### src/rtl/bp_cfg_buffered_mc.sv
// bp_cfg_buffered_mc: multi-channel buffered front end for one cfg/mem endpoint.
// Per-channel command FIFOs feed a round-robin arbiter. An order FIFO records the
// channel of each issued command so that in-order responses go back to their owner.
// Optional feature macro: BP_CFG_BUFFERED_MC_PERF_EN adds per-channel issue counters.
module bp_cfg_buffered_mc #(
  parameter int num_ch_p          = 2,
  parameter int msg_width_p       = 128,
  parameter int cmd_els_p         = 2,
  parameter int resp_els_p        = 2,
  parameter int max_outstanding_p = 4
) (
  input  logic                            clk_i,
  input  logic                            reset_n_i,
  input  logic [num_ch_p*msg_width_p-1:0] mem_cmd_i,
  input  logic [num_ch_p-1:0]             mem_cmd_v_i,
  output logic [num_ch_p-1:0]             mem_cmd_ready_o,
  output logic [num_ch_p*msg_width_p-1:0] mem_resp_o,
  output logic [num_ch_p-1:0]             mem_resp_v_o,
  input  logic [num_ch_p-1:0]             mem_resp_yumi_i,
  output logic [msg_width_p-1:0]          ep_cmd_o,
  output logic                            ep_cmd_v_o,
  input  logic                            ep_cmd_yumi_i,
  input  logic [msg_width_p-1:0]          ep_resp_i,
  input  logic                            ep_resp_v_i,
  output logic                            ep_resp_ready_o,
  output logic [num_ch_p*32-1:0]          perf_issue_o
);

  localparam int CH_W = (num_ch_p > 1) ? $clog2(num_ch_p) : 1;
  localparam int CP_W = $clog2(cmd_els_p);
  localparam int CC_W = $clog2(cmd_els_p + 1);
  localparam int RP_W = $clog2(resp_els_p);
  localparam int RC_W = $clog2(resp_els_p + 1);
  localparam int OP_W = (max_outstanding_p > 1) ? $clog2(max_outstanding_p) : 1;
  localparam int OC_W = $clog2(max_outstanding_p + 1);

  typedef enum logic {ST_IDLE = 1'b0, ST_LOCKED = 1'b1} arb_state_e;

  logic [msg_width_p-1:0] w_cmd_head [num_ch_p];
  logic [num_ch_p-1:0]    w_cmd_empty;
  logic [num_ch_p-1:0]    w_cmd_pop;

  arb_state_e             r_state, w_state_nxt;
  logic [CH_W-1:0]        r_grant, w_grant, r_rr;
  logic                   w_gnt_v, w_issue, w_found;
  logic [CH_W:0]          w_scan;

  logic [CH_W-1:0]        r_ord_q [max_outstanding_p];
  logic [OP_W-1:0]        r_ord_rd, r_ord_wr;
  logic [OC_W-1:0]        r_ord_cnt;
  logic                   w_ord_full;
  logic [CH_W-1:0]        w_ord_head;

  logic [msg_width_p-1:0] r_resp_q [resp_els_p];
  logic [RP_W-1:0]        r_resp_rd, r_resp_wr;
  logic [RC_W-1:0]        r_resp_cnt;
  logic                   w_resp_push, w_resp_pop, w_resp_nonempty;
  logic [num_ch_p-1:0]    w_resp_v;

  for (genvar c = 0; c < num_ch_p; c++) begin : g_ch
    logic [msg_width_p-1:0] r_mem [cmd_els_p];
    logic [CP_W-1:0]        r_rd, r_wr;
    logic [CC_W-1:0]        r_cnt;
    logic                   w_push;

    assign mem_cmd_ready_o[c] = (r_cnt != CC_W'(cmd_els_p));
    assign w_push             = mem_cmd_v_i[c] & mem_cmd_ready_o[c];
    assign w_cmd_empty[c]     = (r_cnt == '0);
    assign w_cmd_head[c]      = r_mem[r_rd];
    assign w_cmd_pop[c]       = w_issue & (w_grant == CH_W'(c));

    // Command FIFO pointers and occupancy; push and pop may coincide
    always_ff @(posedge clk_i or negedge reset_n_i) begin
      if (!reset_n_i) begin
        r_rd  <= '0;
        r_wr  <= '0;
        r_cnt <= '0;
      end else begin
        if (w_push)
          r_wr <= (r_wr == CP_W'(cmd_els_p - 1)) ? '0 : r_wr + CP_W'(1);
        if (w_cmd_pop[c])
          r_rd <= (r_rd == CP_W'(cmd_els_p - 1)) ? '0 : r_rd + CP_W'(1);
        if (w_push && !w_cmd_pop[c])
          r_cnt <= r_cnt + CC_W'(1);
        else if (!w_push && w_cmd_pop[c])
          r_cnt <= r_cnt - CC_W'(1);
      end
    end

    // Command payload storage, no reset needed
    always_ff @(posedge clk_i) begin
      if (w_push)
        r_mem[r_wr] <= mem_cmd_i[c*msg_width_p +: msg_width_p];
    end
  end

  // Arbiter: round-robin pick in IDLE, hold the grant in LOCKED until yumi
  always_comb begin
    w_state_nxt = r_state;
    w_grant     = r_grant;
    w_gnt_v     = 1'b0;
    w_found     = 1'b0;
    w_scan      = '0;
    case (r_state)
      ST_IDLE: begin
        if (!w_ord_full) begin
          for (int i = 0; i < num_ch_p; i++) begin
            w_scan = {1'b0, r_rr} + (CH_W+1)'(i);
            if (w_scan >= (CH_W+1)'(num_ch_p))
              w_scan = w_scan - (CH_W+1)'(num_ch_p);
            if (!w_found && !w_cmd_empty[w_scan[CH_W-1:0]]) begin
              w_found = 1'b1;
              w_grant = w_scan[CH_W-1:0];
            end
          end
        end
        w_gnt_v = w_found;
        if (w_found && !ep_cmd_yumi_i)
          w_state_nxt = ST_LOCKED;
      end
      default: begin
        w_gnt_v = 1'b1;
        if (ep_cmd_yumi_i)
          w_state_nxt = ST_IDLE;
      end
    endcase
  end

  assign w_issue    = w_gnt_v & ep_cmd_yumi_i;
  assign ep_cmd_v_o = w_gnt_v;
  assign ep_cmd_o   = w_cmd_head[w_grant];

  // Arbiter state, held grant and round-robin pointer
  always_ff @(posedge clk_i or negedge reset_n_i) begin
    if (!reset_n_i) begin
      r_state <= ST_IDLE;
      r_grant <= '0;
      r_rr    <= '0;
    end else begin
      r_state <= w_state_nxt;
      r_grant <= w_grant;
      if (w_issue)
        r_rr <= (w_grant == CH_W'(num_ch_p - 1)) ? '0 : w_grant + CH_W'(1);
    end
  end

  assign w_ord_full = (r_ord_cnt == OC_W'(max_outstanding_p));
  assign w_ord_head = r_ord_q[r_ord_rd];

  // Order FIFO control: push on issue, pop on response consume
  always_ff @(posedge clk_i or negedge reset_n_i) begin
    if (!reset_n_i) begin
      r_ord_rd  <= '0;
      r_ord_wr  <= '0;
      r_ord_cnt <= '0;
    end else begin
      if (w_issue)
        r_ord_wr <= (r_ord_wr == OP_W'(max_outstanding_p - 1)) ? '0 : r_ord_wr + OP_W'(1);
      if (w_resp_pop)
        r_ord_rd <= (r_ord_rd == OP_W'(max_outstanding_p - 1)) ? '0 : r_ord_rd + OP_W'(1);
      if (w_issue && !w_resp_pop)
        r_ord_cnt <= r_ord_cnt + OC_W'(1);
      else if (!w_issue && w_resp_pop)
        r_ord_cnt <= r_ord_cnt - OC_W'(1);
    end
  end

  // Order FIFO storage of issuing channel ids
  always_ff @(posedge clk_i) begin
    if (w_issue)
      r_ord_q[r_ord_wr] <= w_grant;
  end

  assign ep_resp_ready_o = (r_resp_cnt != RC_W'(resp_els_p));
  assign w_resp_push     = ep_resp_v_i & ep_resp_ready_o;
  assign w_resp_nonempty = (r_resp_cnt != '0);
  assign w_resp_pop      = w_resp_nonempty & mem_resp_yumi_i[w_ord_head];

  // Response FIFO control
  always_ff @(posedge clk_i or negedge reset_n_i) begin
    if (!reset_n_i) begin
      r_resp_rd  <= '0;
      r_resp_wr  <= '0;
      r_resp_cnt <= '0;
    end else begin
      if (w_resp_push)
        r_resp_wr <= (r_resp_wr == RP_W'(resp_els_p - 1)) ? '0 : r_resp_wr + RP_W'(1);
      if (w_resp_pop)
        r_resp_rd <= (r_resp_rd == RP_W'(resp_els_p - 1)) ? '0 : r_resp_rd + RP_W'(1);
      if (w_resp_push && !w_resp_pop)
        r_resp_cnt <= r_resp_cnt + RC_W'(1);
      else if (!w_resp_push && w_resp_pop)
        r_resp_cnt <= r_resp_cnt - RC_W'(1);
    end
  end

  // Response payload storage
  always_ff @(posedge clk_i) begin
    if (w_resp_push)
      r_resp_q[r_resp_wr] <= ep_resp_i;
  end

  // Head response is offered only to the channel that issued it
  always_comb begin
    w_resp_v = '0;
    if (w_resp_nonempty)
      w_resp_v[w_ord_head] = 1'b1;
  end

  assign mem_resp_v_o = w_resp_v;
  assign mem_resp_o   = {num_ch_p{r_resp_q[r_resp_rd]}};

`ifdef BP_CFG_BUFFERED_MC_PERF_EN
  logic [31:0] r_perf [num_ch_p];

  // Saturating per-channel issue counters
  always_ff @(posedge clk_i or negedge reset_n_i) begin
    if (!reset_n_i) begin
      for (int c = 0; c < num_ch_p; c++)
        r_perf[c] <= '0;
    end else begin
      for (int c = 0; c < num_ch_p; c++)
        if (w_cmd_pop[c] && (r_perf[c] != 32'hFFFF_FFFF))
          r_perf[c] <= r_perf[c] + 32'd1;
    end
  end

  for (genvar c = 0; c < num_ch_p; c++) begin : g_perf
    assign perf_issue_o[c*32 +: 32] = r_perf[c];
  end
`else
  assign perf_issue_o = '0;
`endif

  a_cmd_yumi_needs_v: assert property (@(posedge clk_i) disable iff (!reset_n_i)
    ep_cmd_yumi_i |-> ep_cmd_v_o);
  a_resp_needs_order: assert property (@(posedge clk_i) disable iff (!reset_n_i)
    ep_resp_v_i |-> (r_ord_cnt != '0));
  a_resp_yumi_needs_v: assert property (@(posedge clk_i) disable iff (!reset_n_i)
    (mem_resp_yumi_i & ~mem_resp_v_o) == '0);

endmodule

### config.mk
export PLATFORM = sky130hd
export DESIGN_NAME = bp_cfg_buffered_mc
export DESIGN_NICKNAME = d
export VERILOG_FILES = /design/src/rtl/bp_cfg_buffered_mc.sv
export SDC_FILE = /design/constraint.sdc
export NUM_CORES = 1
export LEC_CHECK = 0
export ABC_AREA = 1
export ABC_CLOCK_PERIOD_IN_PS = 14600
export BUFFER_PORTS_ARGS = -buffer_cell sky130_fd_sc_hd__buf_2
export CAP_MARGIN = 20
export CORE_MARGIN = 2
export CORE_UTILIZATION = 30
export CTS_CLUSTER_SIZE = 14
export DETAILED_ROUTE_END_ITERATION = 7
export PLACE_DENSITY = 0.54
export SLEW_MARGIN = 20
export SYNTH_ARGS = -nofsm -noshare
export SYNTH_HDL_FRONTEND = slang
export SYNTH_SLANG_ARGS = --single-unit
### constraint.sdc
create_clock -name clk_i -period 14.6 [get_ports clk_i]
set_input_delay 2.19 -clock clk_i [delete_from_list [all_inputs] [get_ports clk_i]]
set_output_delay 2.19 -clock clk_i [all_outputs]
set_load 0.1 [all_outputs]
==> impl_summary.md, run 1 <==
STA
The count of pins over their slew limit was 0. Setup repair after global routing left no endpoint under its margin. The count of endpoints failing setup in the final report is 0. The worst path needs 6.92 ns of the cycle, external delays included.

The setup clock skew after layout is 0.0446 ns. Timing would allow up to 145 MHz. In this run the tightest slew margin relative to its limit is 29.1%. At the pin with the least slew margin, the transition time is 1.06 ns. The count of final hold-check violations is 0. The setup total negative slack is 0 ns. Dividing the final minimum period by the clock period gives 47.4%.

Min path
In this run the worst hold path is classified as reg2reg.

Placement
The detailed placement HPWL is 59300 um. The number of buffers added on ports is 781. The congestion estimate from routability-driven global placement came to 0.752.

Setup path
The largest single stage delay on the critical path is 0.81 ns. The slowest stage of the critical path is the sky130_fd_sc_hd__buf_4 cell. The maximum fanout encountered on the critical timing path is 133. The critical path contains buffers and inverters numbering 3 combined. The endpoint arrival time on the critical path is 4.73 ns. The family with the most delay on the worst path is buffers and inverters.

The signal on the critical path passes through nor2_2 > nand2_2 > nand3_1 > nand2_1 > nand2_8 > buf_4 > buf_4 > nand2_1 > o21ai_2 > buf_2. The worst setup path is of the reg2out kind. The capturing element type of the critical path is an output port.

The kind of start point of the critical path is a flop. The required time reported for the critical path endpoint is 12.41 ns.

Outcome
The flow ran to the end, and the final reports show no timing, DRC or antenna violations.

Global route
The largest net degree at the start of global routing is 134. For this run the aggregate overflow at the end of global routing stands at 0. The number of antenna violations at the first check in global routing is 51. The global routing usage summed across all routing layers is 14.7%.

The via count of the first global-routing pass is 18400. The first global-routing pass estimated 118000 um of wire.

Logic synthesis
Yosys mapped the design onto 29 distinct sky130hd cell types. The Yosys step of the flow raised 0 warnings. The cell with the most instances after synthesis is sky130_fd_sc_hd__nand2_1. The library cell occupying the most area in the post-synthesis netlist is sky130_fd_sc_hd__edfxtp_1. After synthesis the netlist holds a flip-flop and latch count of 794. The number of synthesized flops with an enable pin is 772. The register area share after synthesis is 73.9%.

The cell count after synthesis is 2378. By count the netlist is led by 932 x sky130_fd_sc_hd__nand2_1, 772 x sky130_fd_sc_hd__edfxtp_1, 192 x sky130_fd_sc_hd__buf_4. Among all flip-flop cells after synthesis, the most frequent one is sky130_fd_sc_hd__edfxtp_1. Of the post-synthesis cell area, the dominant cell type holds 72.2%. Sorting the synthesized cells by area gives the leading types as sky130_fd_sc_hd__edfxtp_1 72%, sky130_fd_sc_hd__nand2_1 11%, sky130_fd_sc_hd__buf_4 4.5%. Counting flops with an async set or reset pin after synthesis yields a share of 2.77%. The cell area that synthesis handed to floorplanning was 32100 um^2.

The average footprint of a synthesized cell is 13.5 um^2.

Clock network
Counting the buffers created by CTS gives 87. Clock tree synthesis found a total of 794 sinks. The clock-pin slew of the registers on the worst-case setup and hold paths is 0.06 ns. Counting along the longest clock path gives a buffer depth of 3.

The post-cts repair resize count is 0. The insertion delay of the later-clocked pin in the worst-skew pair is 0.67 ns. The CTS tree is done. The number of hold buffers added after CTS was 0. The root buffer cell chosen for the clock tree is sky130_fd_sc_hd__clkbuf_16. Once the clock tree was built, the setup fixing pass inserted 0 buffers.

The H-tree generated during clock tree synthesis spans 3 levels.

Final layout
The final core area utilization is 36.6%. The growth of design area from synthesis to finish is 21.4%. The final net count is 3442. Fill cells in the final layout number 10400. The fraction of final layout cells sized beyond drive strength 1 is 32.8%.

Detailed routing
The post-detailed-route via-to-cell ratio is 4.29. Dividing the detail-routed wire length by the instance count gives 18.9 um. In the routed design, unresolved DRC markers number 0.

The total via count after detailed routing is 19400. After the first detailed-routing iteration, the DRC count stood at 1089. Wires add up to 85600 um. The number of optimization iterations in the first detailed-route pass is 6. The remaining antenna violation count is 0.

Run
The tool flagged a number of max-cap violations equal to 0.

Die
After floorplanning, the core was sized to cover 107000 um^2. Once the floorplan was initialized, standard cells occupied 30.1% of the core. The top-level port count is 846. The floorplan step set the die height to 331 um.

The area enclosed by the die boundary is 110000 um^2. The overall die width is 331 um. The initialized floorplan defines 120 standard-cell rows.
-- through the flow --
step,hold slack [ns],setup slack (ns),cells,cell area [um^2]
6_report,0.473,7.68,4523,39000
5_1_grt,0.509,7.34,4513,39000
4_1_cts,0.475,7.66,4508,39000
3_5_place_dp,0.463,8.42,4354,36200
3_3_place_gp,0.462,8.46,4354,36200
2_1_floorplan,0.446,6.31,2441,32300
-- worst paths after layout --
| check | startpoint | end | slack (ns) | cells after the start |
|---|---|---|---|---|
| min | r_resp_cnt[0]$_DFFE_PN0P_ | r_resp_cnt[0]$_DFFE_PN0P_ | 0.47 | 1 |
| min reg2reg | r_resp_cnt[0]$_DFFE_PN0P_ | r_resp_cnt[0]$_DFFE_PN0P_ | 0.47 | 1 |
| min in group asynchronous | reset_n_i | g_ch[1].r_wr$_DFFE_PN0P_ | 1.53 | 1 |
| max reg2reg | g_ch[1].r_cnt[0]$_DFFE_PN0P_ | g_ch[1].r_mem[1][72]$_DFFE_PP_ | 11.12 | 6 |
| max | r_ord_cnt[0]$_DFFE_PN0P_ | ep_cmd_o[70] | 7.68 | 10 |
| max in group asynchronous | reset_n_i | r_resp_rd$_DFFE_PN0P_ | 12.67 | 1 |
-- registers in the layout (all words and copies together) (netlist names) --
register,count
g_ch.r_cnt,4
g_ch.r_mem,512
g_ch.r_rd,2
g_ch.r_wr,2
r_grant,1
r_ord_cnt,3
r_ord_q,4
r_ord_rd,2
r_ord_wr,2
r_resp_cnt,2
r_resp_q,256
r_resp_rd,1
r_resp_wr,1
r_rr,1
r_state,1
-- area by class of cell --
class / instances / area [um^2] / share of cell area, %
antenna: 15 / 37.5 / 0.0963
inverter: 27 / 106 / 0.273
tap: 1403 / 1760 / 4.50
sequential: 794 / 23700 / 60.9
timing repair buffer: 802 / 4080 / 10.5
clock inverter: 44 / 454 / 1.16
multi-input combinational: 1328 / 6530 / 16.8
clock buffer: 110 / 2280 / 5.86
-- layer usage --
layer	up-vias	share of wire (%)	track usage [%]
li1	9296	-	-
met1	9227	38	16.5
met2	646	50	25.5
met3	174	9.4	6.06
met4	58	2.1	4.42
met5	-	0.45	0
-- cell families (layout without fill, tap and decap cells) --
| family | count (synthesis) | in the layout | share of synthesized area (%) |
|---|---|---|---|
| buf+inv | 319 | 983 | 6.66 |
| compound gates | 144 | 144 | 3.28 |
| simple gates | 973 | 973 | 11.5 |
| xor+xnor | 8 | 8 | 0.218 |
| mux | 129 | 129 | 4.03 |
| fa+ha+maj | 10 | 10 | 0.413 |
| other cells | 1 | 79 | 0.0117 |
| flops | 794 | 794 | 73.9 |
-- layout by cell type, fill, tap and decap left out, types with 22 or more instances in the layout --
master	synthesis	routed
sky130_fd_sc_hd__nand2_1	932	932
sky130_fd_sc_hd__conb_1	1	64
sky130_fd_sc_hd__clkbuf_16	0	88
sky130_fd_sc_hd__inv_1	26	24
sky130_fd_sc_hd__buf_2	31	781
sky130_fd_sc_hd__edfxtp_1	772	772
sky130_fd_sc_hd__o21ai_2	86	86
sky130_fd_sc_hd__o21ai_1	34	34
sky130_fd_sc_hd__mux2i_1	128	128
sky130_fd_sc_hd__clkbuf_1	40	22
Power of run 1 is not shown: default switching activity piles up to over one toggle a cycle in this logic, so the estimate is an artifact.
==> inputs of run 2 (changes only) <==
- ABC_CLOCK_PERIOD_IN_PS: 14600 -> 7060
- clock period: 14.6 -> 7.06 ns (I/O delays scaled with it)
==> run 2 against run 1 <==
  * Critical path depth shrank 5
  * Die area did not move
  * Clock skew down 0.013 ns
  * Register-to-register slack got worse by 6.6 ns
  * Core utilization increased by 0.068 points
  * Cell area up 0.19%
  * First-iteration DRC count fell by 15%
  * Setup slack worse by 5.3 ns
  * Cell count up 0.13%
  * Routed wire length up 0.85%
  * Sequential share of layout area shrank 0.11 points
  * Non-clock buffer count down 1
  * Highest routed layer unchanged
==> impl_summary.md, run 2 (same netlist as run 1, synthesis figures left out) <==
Detailed routing
The wire length per cell is 19.1 um (was 18.9 um). The initial detailed-routing violation count was 926 (was 1089). The number of DRC violations after detailed routing is 0 (unchanged).

The remaining antenna violation count is 0 (unchanged). The number of optimization iterations in the first detailed-route pass is 5 (was 6). The post-detailed-route via-to-cell ratio was 4.29 (about the same).

The total via count after detailed routing is 19400 (about the same). The detailed-route wire length is 86300 um (was 85600 um).

Setup path
The capturing element type of the critical path is an output port (unchanged). The required time reported for the critical path endpoint was 6.00 ns (was 12.41 ns). The critical setup path kind is reg2out (unchanged). The maximum fanout encountered on the critical timing path was 70 (was 133). The kind of start point of the critical path is a flop (unchanged). The endpoint arrival time on the critical path was 3.62 ns (was 4.73 ns).

STA
The worst slew margin relative to its limit is 31.8% (was 29.1%). RSZ-0062 raised after global routing: no (unchanged). The count of endpoints failing setup in the final report is 0 (unchanged).

The worst path uses 66.3% of the clock period. The count of pins over their slew limit was 0 (unchanged). The smallest clock period supported by the final layout is computed as 4.68 ns. The setup slack of the critical path after layout is 2.38 ns (was 7.68 ns). The setup clock skew after layout was 0.0316 ns (was 0.0446 ns). The setup total negative slack came to 0 ns (unchanged). The achievable clock frequency is 214 MHz. The count of final hold-check violations is 0 (unchanged). The measured slew at the worst slew-check pin is 1.02 ns (was 1.06 ns).

Placement
The setup slack at placement came to 2.92 ns (was 8.42 ns). The global placer's final weighted congestion was 0.812 (was 0.752). The placement-stage cell area came to 36300 um^2 (was 36200 um^2). The number of buffers added on ports is 781 (unchanged).

The number of placed instances with taps included was 4353 (was 4354). The detailed placement HPWL is 58500 um (was 59300 um).

Clock network
The clock-pin slew of the registers on the worst-case setup and hold paths is 0.06 ns (about the same). The CTS tree is done (unchanged). The post-cts hold buffer count is 0 (unchanged). The post-CTS setup buffer count is 0 (unchanged). The clock sink count is 794 (unchanged). The master cell of the clock root buffer was sky130_fd_sc_hd__clkbuf_16 (unchanged). The post-cts repair resize count is 0 (unchanged). The maximum clock path buffer count was 3 (unchanged). The insertion delay of the later-clocked pin in the worst-skew pair is 0.67 ns (about the same). The total CTS buffers is 87 (unchanged). The number of H-tree levels is 3 (unchanged).

Die
The overall die width is 331 um (unchanged). The area enclosed by the die boundary is 110000 um^2 (unchanged). The core box area came to 107000 um^2 (unchanged). The row count was 120 (unchanged). The height of the die is 331 um (unchanged). The top-level port count is 846 (unchanged). The effective utilization at floorplan came to 30.1% (unchanged).

Final layout
Registers with the highest flip-flop counts: g_ch.r_mem x512, r_resp_q x256 (unchanged). The leading cell type in the layout, fill and taps excluded is sky130_fd_sc_hd__nand2_1 (unchanged). The final net count is 3441 (was 3442).

The post-layout instance area is 39100 um^2 (was 39000 um^2). The number of flip-flops in the largest register is 512 (unchanged). The largest register by flop count is g_ch.r_mem (unchanged). The fraction of final layout cells sized beyond drive strength 1 was 32.9% (was 32.8%).

The count of placed standard cells in the final layout, fillers left out is 4529 (was 4523). The growth of design area from synthesis to finish is 21.7% (was 21.4%). Commonest cells after routing, fill and taps aside: 932 x sky130_fd_sc_hd__nand2_1, 781 x sky130_fd_sc_hd__buf_2, 772 x sky130_fd_sc_hd__edfxtp_1 (unchanged).

Min path
The class of the most critical hold timing path is in2async (was reg2reg).

Run
The number of violations of the max-capacitance limit is 0 (unchanged).

Outcome
Run status: finished, final reports clean (unchanged).

Global route
The remaining global-route overflow is 0 (unchanged). The global routing usage summed across all routing layers is 14.9% (was 14.7%). The largest net degree at the start of global routing is 143 (was 134). The number of antenna violations at the first check in global routing is 57 (was 51). The global-route wire length before repair is 120000 um (was 118000 um). The via count of the first global-routing pass is 18400 (about the same).
run 2: cell type report:
type	count	area (um^2)
Antenna cell	22	55.1
Clock buffer	104	2260
Clock inverter	50	464
Fill cell	10300	67500
Inverter	27	106
Multi-Input combinational cell	1328	6530
Sequential cell	794	23700
Tap cell	1403	1760
Timing Repair Buffer	801	4150
run 2: final timing paths:
check,cells after the start,to,slack (ns),start
max in group asynchronous,1,r_resp_rd$_DFFE_PN0P_,6.25,reset_n_i
min in group clk_i,1,r_resp_cnt[0]$_DFFE_PN0P_,0.48,r_resp_cnt[0]$_DFFE_PN0P_
min,1,g_ch[0].r_wr$_DFFE_PN0P_,0.40,reset_n_i
min reg2reg,1,r_resp_cnt[0]$_DFFE_PN0P_,0.48,r_resp_cnt[0]$_DFFE_PN0P_
max reg2reg,6,g_ch[0].r_mem[0][79]$_DFFE_PP_,4.49,g_ch[0].r_cnt[0]$_DFFE_PN0P_
max,5,mem_resp_o[37],2.38,r_resp_rd$_DFFE_PN0P_
run 2: per-layer routing:
metal  share of wire, %  global-route usage (%)  wire [um]  vias up
li1                   -                       -          -     9318
met1                 38                    16.5      32500     9204
met2                 49                    25.2      42300      664
met3                9.9                    6.47       8580      187
met4                3.0                    5.57       2610       60
met5               0.43                       0        374        -
run 2: worst max-delay path: stages (launching register included):
cell	delay, ns
sky130_fd_sc_hd__dfrtp_4	0.73
sky130_fd_sc_hd__inv_4	0.68
sky130_fd_sc_hd__buf_4	0.64
sky130_fd_sc_hd__nand2_1	0.11
sky130_fd_sc_hd__nand2_1	0.24
sky130_fd_sc_hd__buf_2	0.48
run 2: stage by stage:
stage	hold WS, ns	utilization [%]
after floorplan	0.446	-
after global placement	0.465	34.0
after detailed placement	0.472	34.0
after CTS	0.345	36.6
after global routing	0.374	36.6
final	0.398	36.6
Power of run 2 is left out for the same reason.
